**src/rtl/stage_if.sv**
```systemverilog
// stage_if: RV32I fetch stage, assembles 32-bit words from a byte-wide
// memory port; ports: clk/reset, stall/stall_if, br/br_addr, mem_*, pc_out/inst/inst_valid.
module stage_if (
  input  logic        clk,
  input  logic        reset,
  input  logic [5:0]  stall,
  output logic        stall_if,
  input  logic        br,
  input  logic [31:0] br_addr,
  output logic        mem_req,
  output logic [31:0] mem_addr,
  input  logic        mem_ready,
  input  logic [7:0]  mem_rdata,
  output logic [31:0] pc_out,
  output logic [31:0] inst,
  output logic        inst_valid
);

  typedef enum logic {FETCH, HOLD} state_e;

  state_e      state_q, state_d;
  logic [31:0] pc_q, pc_d;
  logic [1:0]  cnt_q, cnt_d;
  logic [23:0] bytes_q, bytes_d;
  logic [31:0] word_q, word_d;
  logic [31:0] pc_out_q, pc_out_d;
  logic [31:0] inst_q, inst_d;
  logic        valid_q, valid_d;

  logic        fetch, take, done, redirect, hold_o;
  logic [31:0] full;

  logic unused_stall;
  assign unused_stall = ^{stall[5:3], stall[0]};

  assign fetch    = (state_q == FETCH);
  assign take     = fetch && mem_ready;
  assign done     = take && (cnt_q == 2'd3);
  assign redirect = br && !stall[2];
  assign hold_o   = stall[1];
  assign full     = {mem_rdata, bytes_q};

  always_comb begin
    state_d  = state_q;
    pc_d     = pc_q;
    cnt_d    = cnt_q;
    bytes_d  = bytes_q;
    word_d   = word_q;
    pc_out_d = pc_out_q;
    inst_d   = inst_q;
    valid_d  = valid_q;
    if (redirect) begin
      // Redirect wins over completion, HOLD and output hold.
      pc_d    = br_addr;
      cnt_d   = 2'd0;
      state_d = FETCH;
      bytes_d = '0;
      word_d  = '0;
      inst_d  = '0;
      valid_d = 1'b0;
    end else begin
      if (!hold_o) begin
        inst_d  = '0;
        valid_d = 1'b0;
      end
      unique case (state_q)
        FETCH: begin
          if (done) begin
            cnt_d   = 2'd0;
            bytes_d = '0;
            if (!hold_o) begin
              inst_d   = full;
              pc_out_d = pc_q;
              valid_d  = 1'b1;
              pc_d     = pc_q + 32'd4;
            end else begin
              word_d  = full;
              state_d = HOLD;
            end
          end else if (take) begin
            cnt_d = cnt_q + 2'd1;
            unique case (1'b1)
              (cnt_q == 2'd0): bytes_d[7:0]   = mem_rdata;
              (cnt_q == 2'd1): bytes_d[15:8]  = mem_rdata;
              default:         bytes_d[23:16] = mem_rdata;
            endcase
          end
        end
        HOLD: begin
          if (!hold_o) begin
            inst_d   = word_q;
            pc_out_d = pc_q;
            valid_d  = 1'b1;
            pc_d     = pc_q + 32'd4;
            state_d  = FETCH;
          end
        end
        default: ;
      endcase
    end
  end

  always_ff @(posedge clk) begin
    if (!reset) begin
      state_q  <= FETCH;
      pc_q     <= '0;
      cnt_q    <= '0;
      bytes_q  <= '0;
      word_q   <= '0;
      pc_out_q <= '0;
      inst_q   <= '0;
      valid_q  <= 1'b0;
    end else begin
      state_q  <= state_d;
      pc_q     <= pc_d;
      cnt_q    <= cnt_d;
      bytes_q  <= bytes_d;
      word_q   <= word_d;
      pc_out_q <= pc_out_d;
      inst_q   <= inst_d;
      valid_q  <= valid_d;
    end
  end

  assign mem_req    = reset && fetch;
  assign mem_addr   = reset ? (pc_q + {30'd0, cnt_q}) : '0;
  assign stall_if   = reset && fetch && !done;
  assign pc_out     = pc_out_q;
  assign inst       = inst_q;
  assign inst_valid = valid_q;

endmodule
```
**config.mk**
```make
export PLATFORM = sky130hd
export DESIGN_NAME = stage_if
export DESIGN_NICKNAME = d
export VERILOG_FILES = /design/src/rtl/stage_if.sv
export SDC_FILE = /design/constraint.sdc
export NUM_CORES = 1
export LEC_CHECK = 0
export ABC_AREA = 0
export ABC_CLOCK_PERIOD_IN_PS = 2490
export BUFFER_PORTS_ARGS = -buffer_cell sky130_fd_sc_hd__buf_4
export CAP_MARGIN = 20
export CORE_MARGIN = 10
export CORE_UTILIZATION = 53
export DETAILED_ROUTE_END_ITERATION = 10
export PLACE_DENSITY = 0.78
export SLEW_MARGIN = 30
export SYNTH_ARGS = -nofsm -noshare
export SYNTH_HDL_FRONTEND = slang
export SYNTH_SLANG_ARGS = --single-unit
export TNS_END_PERCENT = 1
```
**constraint.sdc**
```tcl
create_clock -name clk -period 2.49 [get_ports clk]
set_clock_uncertainty 0.05 [all_clocks]
set_input_delay 0.249 -clock clk [delete_from_list [all_inputs] [get_ports clk]]
set_output_delay 0.249 -clock clk [all_outputs]
set_load 0.02 [all_outputs]
```
==> reports/metrics.yaml, run 1 <==
run_status:
  run_status: "finished with violations"
  violations: "setup timing"
clocking:
  clock_sinks: 156
  clock-root-buffer: "clkbuf_16"
  cts-htree-levels: 4
  cts.clk_slew.worst_paths_ns: 0.06
  clock_path_buffers: 2
  tritoncts: "yes"
  insertion_delay_ns: 0.44
  cts_buffers: 17
yosys:
  postSynth.topFlopCell: "dfxtp_1"
  synth.cell_area_um2: 7070
  post_synthesis_sequential_area_ratio_pct: 44.2
  post_synth_inst_count: 897
  cell_taking_the_most_area_after_synthesis: "dfxtp_1"
  synth_top_cells_by_area: "dfxtp_1 44%, nand2_1 10%, a21oi_1 8.2%"
  synthesis.nets: 954
  synth-edff-count: 0
  synth-async-reset-ratio_pct: 0
  yosys_warnings: 0
  synthDistinctLibCells: 38
  postSynthRegisterBits: 156
  avgSynthCellArea_um2: 7.88
  synthDominantCellAreaShare_pct: 44.2
power_and_ir_drop:
  seqPwrFrac_pct: 42.4
  power_frac_clock_pct: 48.1
  power.combinational.fraction_pct: 9.5
  vdd.ir_drop.worst_uv: 527
  power_switching_mw: 1.53
  leakage_nw: 3.53
  internal_dissipation_mw: 4.71
  power_switching_share_pct: 24.5
  p_per_area_nw_per_um2: 679
  total_power_mw: 6.24
placed_design:
  place_congestion: 0.869
  placement.io_buffers: 144
  postPlaceCellArea_um2: 8310
  preCtsSetupSlack_ns: 0.213
  detailedPlacementHpwl_um: 13500
sta:
  final_hold_violating_endpoints: 0
  postLayoutSetupSlackWorst_ns: -0.0732
  fmaxAchievable_ghz: 0.390
  grt_setup_unrepaired: "true"
  setup_viol: 2
  slew-limit-headroom_pct: 43.9
  final.setup.tns_ns: -0.0740
  layout_min_cycle_time_ns: 2.56
  tightest_slew_ns: 0.841
  layout_worst_path_cycle_share_pct: 103
  slew_viol_final: 0
worst_setup_path:
  start_to_end_type_of_the_worst_setup_path: "reg2out"
  worst_setup_path_end_kind: "output port"
  worst_setup_path_endpoint: "mem_addr[14]"
  reg2regPathDepth: 8
  signal_arrival_time_at_the_worst_endpoint_ns: 2.26
  setup.worst_path.start: "pc_q[0]$_SDFFE_PN0P_"
  cp-start-kind: "register"
  path_max_fanout: 4
  rr_startpoint: "cnt_q[0]$_SDFFE_PP0P_"
  crit_required_ns: 2.19
  crit-reg2reg-capture: "pc_out[1]$_SDFFE_PN0P_"
  setup.reg_to_reg.worst_slack_ns: 0.21
layout:
  insertedDiodeCount: 0
  final_nets: 1080
  synthToLayoutAreaGrowth_pct: 30.1
  design_area_um2: 9190
  drive_above_1_share_pct: 24.5
  utilization_pct: 70.0
grt:
  pin_count_of_the_biggest_net_entering_global_routing: 69
  number_of_antenna_violations_at_the_first_check_in_global_routing: 0
  grt_first_pass_wirelength_um: 32300
  grt_usage_pct: 21.7
  grt_overflow_total: 0
  first_global_vias: 6365
floorplan:
  core_area_um2: 13100
  floorplan_die_area_um2: 18400
  core.rowCount: 42
  width_of_the_chip_um: 135
  ioPinCount: 149
  start_util_pct: 53.8
  fp.dieH_um: 135
route:
  dr_total_vias: 6848
  drc_viols: 0
  ant_nets: 0
  route.final.wire_length_um: 20500
  routed_wire_length_per_instance_um: 17.0
  detailedRoute.firstIterationViolations: 659
  viasPerCell: 5.65
  drt_pre_antenna_iters: 5
hold_path:
  hold_path_class: "in2reg"
job:
  cap_violations: 0
critical path, cell delays in order, from the launching register on:
cell	delay [ns]
dfxtp_2	0.35
ha_4	0.15
fa_2	0.24
nand2_4	0.07
nor4_4	0.22
buf_2	0.25
nand3_1	0.11
xor2_1	0.15
nor2_1	0.14
buf_4	0.17
Yosys cell counts, types with 6 or more instances:
cell type and count:
xor2_1 44, clkbuf_1 59, nor2b_1 36, nor3_1 38, and2_1 6, nor2_1 50
nand3_1 35, xnor2_1 15, buf_2 19, o21ai_0 23, nand2_1 193, a21oi_1 116
ha_1 6, nand4_1 28, dfxtp_1 156, a221oi_1 32
worst min path at each step:
stage,cells past startpoint,from,to
after floorplan,2,mem_rdata[0],bytes_q[16]$_SDFFE_PP0P_
after global placement,2,word_q[17]$_SDFFE_PP0P_,word_q[17]$_SDFFE_PP0P_
after detailed placement,2,register,register
after CTS,3,br_addr[0],pc_q[0]$_SDFFE_PN0P_
after global routing,3,mem_rdata[6],bytes_q[14]$_SDFFE_PP0P_
final,3,br_addr[0],pc_q[0]$_SDFFE_PN0P_
layout make-up:
class | count | area, um^2
clock buffer | 17 | 425
clock inverter | 15 | 254
fill | 1064 | 3950
inverter | 4 | 15.0
multi-input combinational | 651 | 3680
sequential | 156 | 3130
tap | 176 | 220
timing repair buffer | 193 | 1470
per-stage QoR:
stage	hold slack, ns	cells
floorplan	0.335	897
global placement	0.392	1168
detailed placement	0.397	1168
CTS	0.0107	1205
global route	0.0478	1212
finish	0.0385	1212
cells by family (layout without fill, tap and decap cells):
logic type	count (synthesis)	after routing	synth area share (%)
AO/OA/AOI/OAI	180	180	14.8
buffers and inverters	90	229	5.28
flip-flops	156	156	44.2
AND/OR/NAND/NOR	405	405	27.0
adder cells (fa/ha/maj)	7	7	1.35
XOR/XNOR	59	59	7.31
cell usage in the layout (no fill, tap or decap), types with 2 or more instances in the layout:
master | Yosys | layout
o21ai_0 | 23 | 23
nor4_2 | 1 | 2
and4_1 | 3 | 2
bufinv_16 | 0 | 6
nor2b_1 | 36 | 35
ha_1 | 6 | 4
xnor2_1 | 15 | 15
xor2_1 | 44 | 44
nand2_1 | 193 | 191
nor4_4 | 3 | 4
a21oi_1 | 116 | 115
nand3_1 | 35 | 34
dfxtp_1 | 156 | 151
a221oi_1 | 32 | 32
inv_1 | 3 | 3
buf_6 | 0 | 2
dfxtp_2 | 0 | 5
clkbuf_16 | 0 | 17
buf_4 | 3 | 188
nor2_1 | 50 | 49
inv_6 | 0 | 6
nand4_1 | 28 | 28
a211oi_1 | 5 | 5
nor3_1 | 38 | 36
and2_1 | 6 | 6
ha_4 | 0 | 2
layer usage:
| metal | vias to the layer above | GRT usage (%) | share of wire [%] |
|---|---|---|---|
| li1 | 3305 | - | - |
| met1 | 3206 | 25.8 | 41 |
| met2 | 299 | 35.7 | 49 |
| met3 | 38 | 6.57 | 8.0 |
| met4 | 0 | 9.27 | 2.4 |
| met5 | - | 0 | 0 |
what timing repair did:
action	in CTS	in global routing
buffers inserted	3	6
gates cloned	1	1
gates resized for setup	10	18
hold endpoints to repair	1	0
setup endpoints to repair	22	23
pin swaps	4	9
hold buffers	1	0
power groups by stage:
stage	registers, mW	clock network [mW]	logic, mW
after CTS	2.64	3.03	0.586
after floorplan	2.69	0	0.343
after global placement	2.69	0	0.568
final	2.65	3.00	0.591
after detailed placement	2.70	0	0.576
after global routing	2.66	3.13	0.642
(Power assumes the default switching activity.)
==> run 2: changes to the inputs <==
--- a/config.mk
+++ b/config.mk
@@ -6,13 +6,14 @@
 export NUM_CORES = 1
 export LEC_CHECK = 0
 export ABC_AREA = 0
-export ABC_CLOCK_PERIOD_IN_PS = 2490
+export ABC_CLOCK_PERIOD_IN_PS = 2100
 export BUFFER_PORTS_ARGS = -buffer_cell sky130_fd_sc_hd__buf_4
 export CAP_MARGIN = 20
 export CORE_MARGIN = 10
-export CORE_UTILIZATION = 53
+export CORE_UTILIZATION = 51
+export CTS_BUF_LIST = sky130_fd_sc_hd__clkbuf_8
 export DETAILED_ROUTE_END_ITERATION = 10
-export PLACE_DENSITY = 0.78
+export PLACE_DENSITY = 0.83
 export SLEW_MARGIN = 30
 export SYNTH_ARGS = -nofsm -noshare
 export SYNTH_HDL_FRONTEND = slang
==> constraint.sdc (replaced) <==
create_clock -name clk -period 2.1 [get_ports clk]
set_clock_uncertainty 0.05 [all_clocks]
set_input_delay 0.21 -clock clk [delete_from_list [all_inputs] [get_ports clk]]
set_output_delay 0.21 -clock clk [all_outputs]
set_load 0.02 [all_outputs]
==> run 2 against run 1 <==
Effect of this change:
- highest routed layer unchanged
- the flow still finishes with violations (setup timing)
- setup slack worse by 0.38 ns
- hold slack worse by 0.023 ns
- sequential power grew 18%
- critical path type unchanged
- core utilization is 0.24 points higher
- first-iteration DRC count increased by 22%
- cell area grew 2.4%
- critical path depth stayed put
- sequential cell count unchanged
- wire length up 4.5%
==> reports/metrics.yaml, run 2 (synthesized netlist as in run 1, its figures left out) <==
run_status:
  run_status: "finished with violations"
  violations: "setup timing"
worst_setup_path:
  cp_slowest_stage_delay_ns: 0.36  # about the same
  cp_slowest_cell: "dfxtp_2"
  reg2regPathDepth: 7  # -1
  crit-reg2reg-capture: "pc_q[16]$_SDFFE_PN0P_"
  signal_arrival_time_at_the_worst_endpoint_ns: 2.29  # +0.03 ns
  cp-start-kind: "register"
  worst-path-buf-inv: 2  # unchanged
  setup.reg_to_reg.worst_slack_ns: 0.15  # -0.06 ns
  crit_required_ns: 1.84  # -0.35 ns
  critical_path_s_top_delay_family: "simple AND/OR/NAND/NOR gates"
  path_cells: "ha_4 > fa_2 > nand2_2 > nor4_4 > buf_2 > nand2_1 > xor2_1 > nor2_1 > buf_4"
  worst_setup_path_end_kind: "output port"
  rr_startpoint: "pc_q[2]$_SDFFE_PN0P_"
  path_max_fanout: 4  # unchanged
  start_to_end_type_of_the_worst_setup_path: "reg2out"
clocking:
  clock-root-buffer: "clkbuf_8"
  clock_sinks: 156  # unchanged
  clock_path_buffers: 2  # unchanged
  cts-htree-levels: 4  # unchanged
  tritoncts: "yes"
  cts.clk_slew.worst_paths_ns: 0.08  # +0.02 ns
  cts_buffers: 17  # unchanged
  insertion_delay_ns: 0.47  # +0.03 ns
layout:
  drive_above_1_share_pct: 24.8  # +0.25 points
  layout.cells.most_common: "buf_4"
  most-common-layout-cells: "198 x buf_4, 191 x nand2_1, 152 x dfxtp_1, 116 x a21oi_1, 47 x nor2_1"
  insertedDiodeCount: 0  # unchanged
  design_area_um2: 9410  # +2.4%
  synthToLayoutAreaGrowth_pct: 33.1
  final_nets: 1130  # +4.6%
  instances_no_fill: 1262  # +4.1%
  utilization_pct: 70.2  # +0.24 points
route:
  drt_pre_antenna_iters: 5  # unchanged
  detailedRoute.firstIterationViolations: 804  # +22%
  met3_length_um: 2040  # +24%
  routed_wire_length_per_instance_um: 17.0  # +0.33%
  route.final.wire_length_um: 21500  # +4.5%
  met2_wirelength_um: 10400  # +4.0%
  dr_total_vias: 7070  # +3.2%
  route.top_layer_used: "met4"
  drc_viols: 0  # unchanged
  viasPerCell: 5.60  # -0.85%
  ant_nets: 0  # unchanged
  met1_wirelength_um: 8410  # -0.11%
sta:
  postLayoutSetupSlackWorst_ns: -0.449  # -0.376 ns
  slew-limit-headroom_pct: 43.6  # -0.35 points
  layout_worst_path_cycle_share_pct: 121
  setup_viol: 30  # +28
  final_hold_violating_endpoints: 0  # unchanged
  grt_setup_unrepaired: "true"
  tightest_slew_ns: 0.847  # +0.00525 ns
  slew_viol_final: 0  # unchanged
  layout_min_cycle_time_ns: 2.55
  fmaxAchievable_ghz: 0.392
power_and_ir_drop:
  vdd.ir_drop.worst_uv: 689  # +31%
  total_power_mw: 6.30  # +0.92%
  leakage_nw: 3.60  # +2.0%
  p_per_area_nw_per_um2: 669  # -1.4%
grt:
  grt_first_pass_wirelength_um: 33700  # +4.4%
  grt_overflow_total: 0  # unchanged
  grt_usage_pct: 22.0  # +0.32 points
  pin_count_of_the_biggest_net_entering_global_routing: 73  # +5.8%
  number_of_antenna_violations_at_the_first_check_in_global_routing: 0  # unchanged
  first_global_vias: 6711  # +5.4%
hold_path:
  holdCritStartpoint: "br_addr[12]"
  holdPathEnd: "pc_q[12]$_SDFFE_PN0P_"
  worstHoldPathCells: 3  # unchanged
  hold_path_class: "in2reg"
floorplan:
  start_util_pct: 52.7  # -1.1 points
  core_area_um2: 13400  # +2.0%
  fp.dieH_um: 138  # +1.7%
  width_of_the_chip_um: 138  # +1.7%
  floorplan_die_area_um2: 19000  # +3.3%
  ioPinCount: 149  # unchanged
  core.rowCount: 42  # unchanged
placed_design:
  placedCellCount: 1190  # +1.9%
  detailedPlacementHpwl_um: 14100  # +4.4%
  postPlaceCellArea_um2: 8510  # +2.5%
  place_congestion: 0.905  # +4.2%
  placement.io_buffers: 144  # unchanged
job:
  cap_violations: 0  # unchanged
==> run 2: worst max path at each step <==
stage,cells after the start,slack (ns),to,from
2_1_floorplan,7,-0.03,mem_addr[22],cnt_q[0]$_SDFFE_PP0P_
3_3_place_gp,8,-0.03,mem_addr[22],pc_q[0]$_SDFFE_PN0P_
3_5_place_dp,8,-0.13,mem_addr[26],pc_q[0]$_SDFFE_PN0P_
4_1_cts,9,-0.50,mem_addr[20],pc_q[0]$_SDFFE_PN0P_
5_1_grt,9,-0.50,mem_addr[28],pc_q[0]$_SDFFE_PN0P_
6_report,9,-0.45,mem_addr[24],pc_q[0]$_SDFFE_PN0P_
==> run 2: final cells by class <==
cell class / count / area [um^2]
well taps: 176 / 220
fillers: 1014 / 3990
flip-flops and latches: 156 / 3130
inverters: 4 / 15.0
clock buffers: 18 / 248
multi-input cells: 651 / 3650
clock inverters: 14 / 168
repair buffers: 243 / 1980
==> run 2: where the power goes <==
part | switching [mW] | internal [mW]
clock | 1.17 | 1.21
combinational | 0.448 | 0.354
sequential | 0.0745 | 3.04
total | 1.69 | 4.61
==> run 2: what timing repair did <==
| action | CTS | global route |
|---|---|---|
| hold buffers | 36 | 0 |
| setup endpoints to repair | 31 | 34 |
| endpoints found under the hold margin | 60 | 0 |
| setup buffers | 2 | 1 |
| gates resized for setup | 18 | 8 |
| pin swaps | 12 | 4 |
| gates cloned | 1 | 0 |
==> run 2: tightest hold or removal path: stages <==
cell and delay [ns]:
buf_4 0.08, o21ai_0 0.08, a21oi_1 0.13
==> run 2: routing by layer <==
| layer | global-route usage (%) | vias to the layer above |
|---|---|---|
| met5 | 0 | - |
| met4 | 11.0 | 0 |
| met3 | 5.46 | 55 |
| met2 | 36.4 | 305 |
| met1 | 26.1 | 3314 |
| li1 | - | 3396 |
==> run 2: metrics by stage <==
step	setup TNS, ns	hold slack, ns	setup slack, ns
6_report	-8.72	0.0154	-0.449
5_1_grt	-11.88	0.00936	-0.502
3_3_place_gp	-0.0824	0.385	-0.0276
3_5_place_dp	-0.533	0.391	-0.128
4_1_cts	-9.56	0.000535	-0.499
2_1_floorplan	-0.0541	0.296	-0.0290
==> run 3: changes to the inputs <==
--- a/config.mk
+++ b/config.mk
@@ -6,13 +6,13 @@
 export NUM_CORES = 1
 export LEC_CHECK = 0
 export ABC_AREA = 0
-export ABC_CLOCK_PERIOD_IN_PS = 2100
+export ABC_CLOCK_PERIOD_IN_PS = 3000
 export BUFFER_PORTS_ARGS = -buffer_cell sky130_fd_sc_hd__buf_4
 export CAP_MARGIN = 20
 export CORE_MARGIN = 10
-export CORE_UTILIZATION = 51
-export CTS_BUF_LIST = sky130_fd_sc_hd__clkbuf_8
+export CORE_UTILIZATION = 53
 export DETAILED_ROUTE_END_ITERATION = 10
+export GPL_ROUTABILITY_DRIVEN = 1
 export PLACE_DENSITY = 0.83
 export SLEW_MARGIN = 30
 export SYNTH_ARGS = -nofsm -noshare
==> constraint.sdc (replaced) <==
create_clock -name clk -period 3 [get_ports clk]
set_clock_uncertainty 0.05 [all_clocks]
set_input_delay 0.3 -clock clk [delete_from_list [all_inputs] [get_ports clk]]
set_output_delay 0.3 -clock clk [all_outputs]
set_load 0.02 [all_outputs]
==> run 3 against run 2 <==
Effect of this change:
- critical path type unchanged
- sequential share of layout area up 2.2 points
- power down 21%
- critical endpoint is now mem_addr[22]
- final cell count decreased by 6.3%
- the run now ends clean
==> reports/metrics.yaml, run 3 (synthesized netlist as in run 1, its figures left out) <==
power_and_ir_drop:
  leakage_nw: 3.31  # -7.9%
  p_per_area_nw_per_um2: 563  # -16%
  vdd.ir_drop.worst_uv: 388  # -44%
  total_power_mw: 4.96  # -21%
clocking:
  cts.clk_slew.worst_paths_ns: 0.06  # -0.02 ns
  tritoncts: "yes"
  clock_path_buffers: 2  # unchanged
  cts-htree-levels: 4  # unchanged
  postCtsHoldBufs: 0  # -100%
  clock_sinks: 156  # unchanged
  insertion_delay_ns: 0.43  # -0.04 ns
  clock-root-buffer: "clkbuf_16"
  cts_buffers: 17  # unchanged
worst_setup_path:
  cp-start-kind: "register"
  worst_setup_path_end_kind: "output port"
  signal_arrival_time_at_the_worst_endpoint_ns: 2.48  # +0.19 ns
  start_to_end_type_of_the_worst_setup_path: "reg2out"
  crit_required_ns: 2.65  # +0.81 ns
  rr_startpoint: "state_q$_SDFF_PP0_"
  path_max_fanout: 9  # +5
  cp_slowest_cell: "dfxtp_2"
  path_cells: "ha_1 > fa_2 > nand2_1 > nor4_4 > buf_6 > nand4_1 > xor2_1 > nor2_1 > buf_4"
  cp_slowest_stage_delay_ns: 0.38  # +0.02 ns
  setup.worst_path.start: "cnt_q[0]$_SDFFE_PP0P_"
floorplan:
  width_of_the_chip_um: 135  # -1.6%
  floorplan_die_area_um2: 18400  # -3.2%
  ioPinCount: 149  # unchanged
  core.rowCount: 42  # unchanged
  fp.dieH_um: 135  # -1.6%
  start_util_pct: 53.8  # +1.1 points
  core_area_um2: 13100  # -2.0%
sta:
  layout_min_cycle_time_ns: 2.83
  tightest_slew_ns: 0.892  # +0.0457 ns
  postLayoutSetupSlackWorst_ns: 0.171  # +0.620 ns
  final.setup.tns_ns: 0  # +8.72 ns
  grt_setup_unrepaired: "false"
  slew-limit-headroom_pct: 40.5  # -3.0 points
  final_hold_violating_endpoints: 0  # unchanged
  setup_viol: 0  # -100%
  fmaxAchievable_ghz: 0.354
  slew_viol_final: 0  # unchanged
  layout_worst_path_cycle_share_pct: 94.3
hold_path:
  holdCritStartpoint: "br_addr[30]"
  hold_path_class: "in2reg"
route:
  drc_viols: 0  # unchanged
  dr_total_vias: 6674  # -5.6%
  ant_nets: 0  # unchanged
  detailedRoute.firstIterationViolations: 715  # -11%
  route.final.wire_length_um: 20100  # -6.3%
  drt_pre_antenna_iters: 5  # unchanged
  routed_wire_length_per_instance_um: 17.0  # about the same
  viasPerCell: 5.65  # +0.79%
placed_design:
  placement.io_buffers: 144  # unchanged
  placedCellCount: 1148  # -3.5%
  place_congestion: 0.845  # -6.6%
  preCtsSetupSlack_ns: 0.412  # +0.540 ns
  detailedPlacementHpwl_um: 13500  # -4.0%
  postPlaceCellArea_um2: 8150  # -4.3%
run_status:
  run_status: "complete, no violations"
layout:
  fillCellCount: 1088  # +7.3%
  layout.cells.most_common: "nand2_1"
  synthToLayoutAreaGrowth_pct: 24.7
  instances_no_fill: 1182  # -6.3%
  design_area_um2: 8810  # -6.4%
  seq_area_um2: 3120  # -0.20%
  insertedDiodeCount: 0  # unchanged
  final_nets: 1050  # -7.1%
  multi_input_comb_area_um2: 3590  # -1.6%
  most-common-layout-cells: "192 x nand2_1, 162 x buf_4, 155 x dfxtp_1, 116 x a21oi_1, 49 x nor2_1"
  drive_above_1_share_pct: 20.7  # -4.1 points
job:
  cap_violations: 0  # unchanged
grt:
  pin_count_of_the_biggest_net_entering_global_routing: 74  # +1.4%
  first_global_vias: 6205  # -7.5%
  grt_overflow_total: 0  # unchanged
  grt_first_pass_wirelength_um: 31900  # -5.4%
  grt_usage_pct: 21.2  # -0.82 points
  number_of_antenna_violations_at_the_first_check_in_global_routing: 0  # unchanged
==> run 3: changes by cell type in the layout (fill, tap and decap cells not counted), moves of 3 or more <==
cell	previous run	this run
buf_4	198	162
dfxtp_1	152	155
nor4_2	3	0
clkbuf_8	18	1
buf_12	4	0
buf_6	4	1
clkbuf_16	0	17
dlygate4sd3_1	36	0
clkinv_2	4	1
==> run 3: critical path: cells and delay by family, from the launching register on <==
kind                       cells  cell delay (ns)
xor gates and xnor gates       1             0.17
adders and majority gates      2             0.49
and+or+nand+nor                4             0.68
DFF                            1             0.38
buffers and inverters          2             0.34
==> run 3: metrics by stage <==
| step | hold WS (ns) | util [%] |
|---|---|---|
| floorplan | 0.386 | - |
| finish | 0.0600 | 67.1 |
| global placement | 0.391 | 62.0 |
| global route | 0.0772 | 67.1 |
| CTS | 0.0441 | 66.9 |
| detailed placement | 0.398 | 62.0 |
==> run 3: what timing repair did <==
item	CTS	global route
pin swaps	1	0
endpoints found under the setup margin	6	10
setup buffers	2	0
endpoints found under the hold margin	0	0
resized for setup	0	4
==> run 3: path summary, 6_finish.rpt <==
kind,end,slack (ns),cells after the start
max,mem_addr[22],0.17,9
max reg2reg,bytes_q[17]$_SDFFE_PP0P_,0.49,4
min,pc_q[30]$_SDFFE_PN0P_,0.06,3
min reg2reg,pc_out[22]$_SDFFE_PN0P_,0.40,2
==> run 3: report_power, final <==
part           switching [mW]  leakage (nW)  internal [mW]
registers              0.0761          1.27           2.13
clock network           0.872         0.306           1.43
logic                   0.266          1.74          0.186
total                    1.21          3.31           3.74
==> run 3: layout make-up <==
cell class	instances	share of cell area [%]
clock buffer	20	5.07
clock inverter	12	2.10
inverter	4	0.170
multi-input combinational	651	40.8
sequential	156	35.5
tap	176	2.50
timing repair buffer	163	13.9
==> run 3: per-layer routing <==
metal	wire, um	global-route usage (%)	share of wire, %
met1	8020	25.5	40
met2	10100	35.8	50
met3	1710	5.93	8.5
met4	317	6.88	1.6
met5	0	0	0
